===== config.mk =====
export PLATFORM = sky130hd
export DESIGN_NAME = gray_code_counter
export DESIGN_NICKNAME = d
export VERILOG_FILES = /design/src/rtl/gray_pkg.sv /design/src/rtl/gray_code_counter_gray2bin.sv /design/src/rtl/gray_code_counter.sv
export SDC_FILE = /design/constraint.sdc
export NUM_CORES = 1
export LEC_CHECK = 0
export ABC_AREA = 1
export CAP_MARGIN = 10
export CORE_UTILIZATION = 47
export CTS_CLUSTER_DIAMETER = 30
export CTS_CLUSTER_SIZE = 40
export DETAILED_ROUTE_END_ITERATION = 6
export PLACE_DENSITY = 0.88
export SYNTH_ARGS = -nofsm -noshare
export SYNTH_HDL_FRONTEND = slang
export SYNTH_HIERARCHICAL = 1
export SYNTH_SLANG_ARGS = --single-unit

===== constraint.sdc =====
create_clock -name clk -period 1.9 [get_ports clk]
set_input_delay 0.38 -clock clk [delete_from_list [all_inputs] [get_ports clk]]
set_output_delay 0.38 -clock clk [all_outputs]
set_load 0.02 [all_outputs]

===== src/rtl/gray_pkg.sv =====
// ---------------------------------------------------------------------------
// gray_pkg
// Shared definitions for the Gray-code counter slice:
//   - legal WIDTH range for the counter
//   - bin2gray / gray2bin conversion helpers, written at the maximum width
//     (32 bits). Callers zero-extend narrower values and truncate the result.
//     This works because a zero upper part converts to zero in both
//     directions and leaves the lower bits unaffected.
// ---------------------------------------------------------------------------
package gray_pkg;

    localparam int GRAY_WIDTH_MIN = 2;
    localparam int GRAY_WIDTH_MAX = 32;

    // Binary to reflected Gray code.
    function automatic logic [GRAY_WIDTH_MAX-1:0] bin2gray(
        input logic [GRAY_WIDTH_MAX-1:0] b
    );
        return b ^ (b >> 1);
    endfunction

    // Reflected Gray code to binary. Each binary bit is the XOR of all
    // Gray bits at or above its position.
    function automatic logic [GRAY_WIDTH_MAX-1:0] gray2bin(
        input logic [GRAY_WIDTH_MAX-1:0] g
    );
        logic [GRAY_WIDTH_MAX-1:0] b;
        b = '0;
        for (int i = 0; i < GRAY_WIDTH_MAX; i++) begin
            b[i] = ^(g >> i);
        end
        return b;
    endfunction

endpackage : gray_pkg


===== src/rtl/gray_code_counter_gray2bin.sv =====
// ---------------------------------------------------------------------------
// gray2bin
// Purely combinational Gray-to-binary converter for the counter's load path.
// Ports:
//   gray_in  [WIDTH-1:0] : Gray-coded input
//   bin_out  [WIDTH-1:0] : binary equivalent
// b[MSB] = g[MSB]; b[i] = b[i+1] ^ g[i]. This is equivalent to
// b[i] = XOR of g[MSB:i], so no bit depends on another output bit.
// ---------------------------------------------------------------------------
module gray2bin
    import gray_pkg::*;
#(
    parameter int WIDTH = 4
) (
    input  logic [WIDTH-1:0] gray_in,
    output logic [WIDTH-1:0] bin_out
);

    always_comb begin
        bin_out = '0;
        for (int i = 0; i < WIDTH; i++) begin
            bin_out[i] = ^(gray_in >> i);
        end
    end

endmodule : gray2bin


===== src/rtl/gray_code_counter.sv =====
// ---------------------------------------------------------------------------
// gray_code_counter
// Up/down binary counter with a parallel Gray-coded output and a synchronous
// Gray-coded load. Both representations are held in flops, so gray_out
// leaves the module straight from a register and cannot glitch.
//
// Parameters:
//   WIDTH   : counter width, 2..32
//   RST_BIN : binary value loaded by reset, must fit in WIDTH bits
// Ports:
//   clk       : clock, rising edge
//   rst       : asynchronous active-high reset
//   en        : count enable
//   up_dn     : 1 = increment, 0 = decrement
//   load      : synchronous load strobe (takes priority over en)
//   load_gray : Gray-coded load value
//   bin_out   : registered binary count
//   gray_out  : registered Gray count, always bin2gray(bin_out)
//   wrap      : one-cycle pulse after a counting edge that wraps around
// ---------------------------------------------------------------------------
module gray_code_counter
    import gray_pkg::*;
#(
    parameter int          WIDTH   = 4,
    parameter int unsigned RST_BIN = 0
) (
    input  logic             clk,
    input  logic             rst,
    input  logic             en,
    input  logic             up_dn,
    input  logic             load,
    input  logic [WIDTH-1:0] load_gray,
    output logic [WIDTH-1:0] bin_out,
    output logic [WIDTH-1:0] gray_out,
    output logic             wrap
);

    // Elaboration-time parameter checks.
    if (WIDTH < GRAY_WIDTH_MIN || WIDTH > GRAY_WIDTH_MAX) begin : g_bad_width
        $error("gray_code_counter: WIDTH out of range 2..32");
    end
    if ((64'(RST_BIN) >> WIDTH) != 64'd0) begin : g_bad_rst
        $error("gray_code_counter: RST_BIN does not fit in WIDTH bits");
    end

    localparam logic [WIDTH-1:0] RST_BIN_V  = WIDTH'(RST_BIN);
    localparam logic [WIDTH-1:0] RST_GRAY_V = RST_BIN_V ^ (RST_BIN_V >> 1);
    localparam logic [WIDTH-1:0] ONE_V      = WIDTH'(1);
    localparam logic [WIDTH-1:0] MAX_V      = '1;

    // Narrow wrapper around the 32-bit package conversion.
    function automatic logic [WIDTH-1:0] to_gray(input logic [WIDTH-1:0] b);
        return WIDTH'(bin2gray(32'(b)));
    endfunction

    logic [WIDTH-1:0] bin_q,  bin_d;
    logic [WIDTH-1:0] gray_q, gray_d;
    logic             wrap_q, wrap_d;
    logic [WIDTH-1:0] load_bin;

    gray2bin #(
        .WIDTH (WIDTH)
    ) u_gray2bin (
        .gray_in (load_gray),
        .bin_out (load_bin)
    );

    // Next state: load > count > hold. wrap is only raised by counting
    // edges, so a load of 0 or all-ones never pulses it.
    always_comb begin
        bin_d  = bin_q;
        gray_d = gray_q;
        wrap_d = 1'b0;
        if (load) begin
            bin_d  = load_bin;
            gray_d = to_gray(load_bin);
        end else if (en) begin
            if (up_dn) begin
                bin_d  = bin_q + ONE_V;
                wrap_d = (bin_q == MAX_V);
            end else begin
                bin_d  = bin_q - ONE_V;
                wrap_d = (bin_q == '0);
            end
            gray_d = to_gray(bin_d);
        end
    end

    always_ff @(posedge clk or posedge rst) begin
        if (rst) begin
            bin_q  <= RST_BIN_V;
            gray_q <= RST_GRAY_V;
            wrap_q <= 1'b0;
        end else begin
            bin_q  <= bin_d;
            gray_q <= gray_d;
            wrap_q <= wrap_d;
        end
    end

    assign bin_out  = bin_q;
    assign gray_out = gray_q;
    assign wrap     = wrap_q;

endmodule : gray_code_counter


Word-level counts from Yosys, hierarchy flattened
Cells that the tools add are included.
{ "word_totals": {"reg_bits": 9, "latchBits": 0, "mem_bits_rw": 0, "romBits": 0, "in_bits": 9, "output_inout_bits": 9, "word_cells": 24, "memories": 0} }
{ "op_classes": {"add_sub_neg": 2, "mul": 0, "div": 0, "order_cmp": 0, "n_eq_ne": 1, "shifts": 0, "n_mux": 10, "bitwise": 2, "n_reduce_logical": 6} }
{ "ops": {"columns": ["cell", "count"], "rows": [
  ["4-bit two-way mux", 7],
  ["4-bit XOR reduction", 4],
  ["4-bit by 3-bit bitwise XOR with 4-bit output", 2],
  ["4-bit by 1-bit adder with 4-bit output, second input constant", 1],
  ["4-bit == test, second input constant", 1],
  ["4-bit zero test", 1],
  ["4-bit by 1-bit subtractor with 4-bit output, second input constant", 1],
  ["1-bit two-way mux", 3],
  ["2-bit nonzero test", 1]
]} }

Longest topological paths before layout
Gate-level depths: netlist of run 1.
{ "logic_depth": {"ltp_word": 7, "depth_mapped": 11, "ltp_nobuf": 11} }

By module
The synthesis of run 1 kept the hierarchy.
{ "by_module_without_submodules": {"columns": ["module", "instances", "cells_per_inst", "area_per_inst_um2", "seq_area_each_um2"], "rows": [
  ["gray_code_counter", 1, 82, 601.8, 200.2],
  ["gray2bin", 1, 21, 90.1, 0.0]
]} }

Least setup slack after synthesis of run 1
OpenSTA, ideal clock, no wires.
{ "synth_path": {"path_type": "reg2reg", "from": "register bin_q[0], in the netlist bin_out[0]", "to": "register gray_q[2], in the netlist gray_out[2]", "setup_time_ps": 113, "arrival_time_ps": 1485, "required_time_ps": 1787, "slack_ps": 302, "path_stages_with_launch": 8, "n_path_buf": 0, "synth_period_minus_slack_ps": 1598, "cell_sequence": "dfrtp_1 > fa_1 > xor2_1 > inv_1 > nand3_1 > nand3_1 > nand2_1 > inv_1"} }
{ "synth_via": {"elab_chain_cells": 7, "word_cells_on_any_way": 8, "classes_between": "add/sub: 2; mux: 5; bitwise: 1"} }
{ "synth_lines": {"columns": ["element", "line_no", "rtl"], "rows": [
  ["start: declaration", "gray_code_counter.sv:56", "logic [WIDTH-1:0] bin_q, bin_d;"],
  ["start signal: assignment", "gray_code_counter.sv:95", "bin_q <= bin_d;"],
  ["4-bit by 1-bit subtractor with 4-bit output / 4-bit by 1-bit adder with 4-bit output (equally long branches)", "gray_code_counter.sv:82, gray_code_counter.sv:79", null],
  ["4-bit two-way mux (*)", "gray_code_counter.sv:78", "if (up_dn) begin"],
  ["4-bit two-way mux (*)", "gray_code_counter.sv:77", "end else if (en) begin"],
  ["4-bit two-way mux (*)", "gray_code_counter.sv:74", "if (load) begin"],
  ["4-bit by 3-bit bitwise XOR with 4-bit output (*)", "gray_pkg.sv:19", "return b ^ (b >> 1);"],
  ["4-bit two-way mux (*)", "gray_code_counter.sv:77", null],
  ["4-bit two-way mux (*)", "gray_code_counter.sv:74", null],
  ["end signal: assignment", "gray_code_counter.sv:96", "gray_q <= gray_d;"],
  ["end: declaration", "gray_code_counter.sv:57", "logic [WIDTH-1:0] gray_q, gray_d;"]
]} }
Mark *: on every way between the ends. The rest lies on a longest branch, timed or not. The select of a mux whose other input is x is not followed.
A chain may end at the register's enable or synchronous reset.

Worst setup path after layout of run 1
{ "layout_path": {"from": "register bin_q[0], in the netlist bin_out[0]", "to": "output port bin_out[0]"} }
{ "layout_rtl": {"columns": ["element", "line_no", "rtl"], "rows": [
  ["end: declaration", "gray_code_counter.sv:33", "output logic [WIDTH-1:0] bin_out,"]
]} }
No word-level cell between the ends.

==> summary.txt, run 1 <==
Power and ir drop
  • Clock power share: 0.175
  • Combinational cell fraction of total power: 0.511
  • Overall power consumption: 0.7747 mW
  • Power spent charging and discharging nets: 0.3145 mW
  • PD cells: 847.1 mW/mm²
  • Sequential Power Share: 0.314
  • Switching Fraction: 0.4059
  • Cell Int Power: 0.4603 mW
  • Largest voltage drop on the vdd net: 0.3217 mV
  • Leakage power: 0.4899 nW

Global route
  • Total track usage: 0.2523
  • Initial antenna violation count: 0
  • Leftover overflow at the end of global routing: 0
  • Vias in the first global route: 671
  • Global-route wire length before repair: 2684 µm
  • Maximum number of pins on one net before global-route repair: 9

Placed design
  • Detailed-placement wirelength estimate: 1323 µm
  • Global placer's final weighted congestion: 0.9027
  • Count of buffers inserted at the top-level ports: 17

Clock tree
  • Clk root buf: clkbuf_4
  • TritonCTS clock tree: yes
  • Resize count post-CTS: 0
  • Hold buffer count at cts: 0
  • Clock slew at reported path FFs: 60 ps
  • TritonCTS Buffers: 3
  • Postcts setup bufs: 0
  • Insertion delay of the later-clocked pin in the worst-skew pair: 260 ps
  • Buffer levels on the longest clock path: 2
  • Sink count of the clock tree: 8
  • H-Tree Level Count: 1

STA
  • Final Hold Violating Endpoints: 0
  • Number of pins exceeding their max-slew limit in the final report: 0
  • Final critical path time including I/O delays and setup: 1828 ps
  • Setup TNS: 0 ps
  • Clock Skew: 1.399 ps
  • Worst Max-Slew Pin Slew: 383.0 ps
  • Top achievable clock speed: 0.5472 GHz
  • RSZ-0062 raised after global routing: false
  • Post-route clock period utilization: 0.9618
  • Remaining max-slew budget at the tightest pin: 0.7439
  • Final setup violation count: 0

Detailed routing
  • Number of optimization iterations in the first detailed-route pass: 4
  • Antenna Nets Post-Route: 0
  • Detailed-route wire length per cell: 11.62 µm
  • Routed wire length: 1627 µm
  • Number of DRC violations after detailed-routing iteration 0: 24
  • Via Count: 736
  • Vias per std cell: 5.257
  • Final routed DRC violation total: 0

Run status
  • Result of the run: complete, no violations

Synthesis
  • Ys flop type: dfrtp_1
  • Library cell occupying the most area in the post-synthesis netlist: dfrtp_1
  • Most common library cells after synthesis: 32 x nand2_1, 18 x inv_1, 9 x nand3_1, 8 x dfrtp_1, 6 x nor2_1
  • Post-synth EDFFs: 0
  • Post-synthesis cell area: 691.9 µm²
  • Part of the Yosys area used for sequential elements: 0.2893
  • Average cell area after synthesis: 6.718 µm²
  • Distinct cell type count of the synthesized netlist: 24
  • Most used standard cell by instance count after synthesis: nand2_1
  • Async S/R FF share, synth: 1.000
  • Synthesized netlist cell count: 103
  • Seq cells post-synth: 8
  • Number of warnings issued by yosys: 6
  • Net count after synthesis: 115
  • Cells taking the most area after synthesis: dfrtp_1 29%, nand2_1 17%, inv_1 9.8%
  • Portion of synthesized cell area occupied by the leading cell type: 0.2893

Floorplan
  • Die outline width: 40.37 µm
  • Die height: 40.37 µm
  • Effective utilization at floorplan: 0.5188
  • Die area: 0.001630 mm²
  • I/O pin cnt: 18
  • Core Footprint: 0.001334 mm²
  • Std cell rows: 13

Worst setup path
  • Biggest fanout along the worst timing path: 8
  • Cell with the largest stage delay on the worst path: clkdlybuf4s50_1
  • Critical Path AT: 1450 ps
  • Critical path startpoint category: flop
  • Slowest Stage Delay on Critical Path: 670 ps
  • Setup Crit Path Kind: flop to output pin
  • Series of cell instances along the critical path: clkdlybuf4s50_1
  • Required time worst endpoint: 1520 ps
  • Buffers plus inverters on the worst setup path: 1
  • Critical Path End Type: output pin
  • Top Family by Delay on Critical Path: buffers and inverters

Cells and area
  • Antenna diode count: 0
  • Nets: 139
  • Ratio of cells with drive above 1 in the final layout: 0.1360
  • Area growth, synth to finish: 32.19%

Worst hold path
  • Class of the most critical hold timing path: primary input to async pin

Job
  • Max-cap check violation count: 0
[cell families after synthesis]
| kind of cell | after synthesis | synth area share |
|---|---|---|
| flops | 8 | 0.2893 |
| simple gates | 56 | 0.3797 |
| fa+ha+maj | 3 | 0.06509 |
| compound gates | 11 | 0.09401 |
| xor+xnor | 2 | 0.02532 |
| buf+inv | 23 | 0.1465 |
[metrics by stage]
stage / utilization / hold WS [ps] / std cells / cell area, µm² / setup slack [ps]
finish: 0.6857 / 356.9 / 140 / 914.6 / 72.49
global route: 0.6857 / 396.4 / 140 / 914.6 / 8.741
CTS: 0.6857 / 368.1 / 140 / 914.6 / 82.89
detailed placement: 0.6689 / 473.1 / 137 / 892.1 / -167.2
global placement: 0.6689 / 471.0 / 137 / 892.1 / -148.2
floorplan: - / 195.7 / 103 / 691.9 / 301.9
[layout by cell type, fill, tap and decap left out]
cell	instances
a21oi_1	2
a22oi_1	2
a31oi_1	2
buf_4	5
clkbuf_4	3
clkdlybuf4s50_1	17
dfrtp_1	8
fa_1	1
ha_1	2
inv_1	18
inv_2	2
nand2_1	32
nand2_2	4
nand3_1	9
nand3_2	1
nor2_1	6
nor2_8	1
nor3_1	1
nor4_1	1
o211ai_1	1
o21ai_0	3
o21ai_1	1
or2_4	1
xnor2_1	1
xor2_1	1
[final timing paths]
check	cells past startpoint	slack, ps	to	startpoint
worst max-delay path	1	70	bin_out[0]	bin_out[0]
worst min-delay path	2	360	gray_out[1]	rst
worst max register to register	7	280	gray_out[1]	bin_out[0]
worst min register to register	2	490	gray_out[1]	gray_out[1]
max in group asynchronous	2	1320	wrap	rst
min in group clk	2	490	gray_out[1]	gray_out[1]
[registers in the layout, indices dropped and copies added, names as in the netlist]
register,count
gray_out,3
wrap,1
bin_out,4
[metal layers]
layer  routed length, µm  GRT usage
met1                 676     0.2730
met2                 832     0.4643
met3                  71    0.03889
met4                  46     0.1250
met5                   0          0
[power by group through the flow]
stage / clock network (mW) / logic [mW] / registers, mW
2_1_floorplan: 0 / 0.195 / 0.274
3_3_place_gp: 0 / 0.375 / 0.241
3_5_place_dp: 0 / 0.391 / 0.244
4_1_cts: 0.132 / 0.393 / 0.241
5_1_grt: 0.141 / 0.440 / 0.247
6_report: 0.136 / 0.396 / 0.243
[final cells by class]
class | instances | area [µm²]
Sequential cell | 8 | 200.2
Fill cell | 109 | 419.2
Tap cell | 15 | 18.77
Inverter | 20 | 75.07
Multi-Input combinational cell | 72 | 390.4
Timing Repair Buffer | 22 | 207.7
Clock buffer | 3 | 22.52
Power figures use the tool's default switching activity.
==> run 2: changes to the inputs <==
--- a/config.mk
+++ b/config.mk
@@ -11,6 +11,7 @@
 export CTS_CLUSTER_DIAMETER = 30
 export CTS_CLUSTER_SIZE = 40
 export DETAILED_ROUTE_END_ITERATION = 6
+export MAX_ROUTING_LAYER = met4
 export PLACE_DENSITY = 0.88
 export SYNTH_ARGS = -nofsm -noshare
 export SYNTH_HDL_FRONTEND = slang
==> results of run 2 <==
No change in the layout: final DEF, timing and power equal those of run 1.
Among the figures that moved: final weighted congestion in routability-driven placement 0.9027 -> 0.9181; overall routing resource usage 0.2523 -> 0.2593
==> run 3: changes to the inputs <==
--- a/config.mk
+++ b/config.mk
@@ -11,6 +11,7 @@
 export CTS_CLUSTER_DIAMETER = 30
 export CTS_CLUSTER_SIZE = 40
 export DETAILED_ROUTE_END_ITERATION = 6
+export HOLD_SLACK_MARGIN = 0.03
 export MAX_ROUTING_LAYER = met4
 export PLACE_DENSITY = 0.88
 export SYNTH_ARGS = -nofsm -noshare
==> results of run 3 <==
No change in the layout: final DEF, timing and power equal those of run 1.
Among the figures that moved: final weighted congestion in routability-driven placement 0.9027 -> 0.9181; overall routing resource usage 0.2523 -> 0.2593
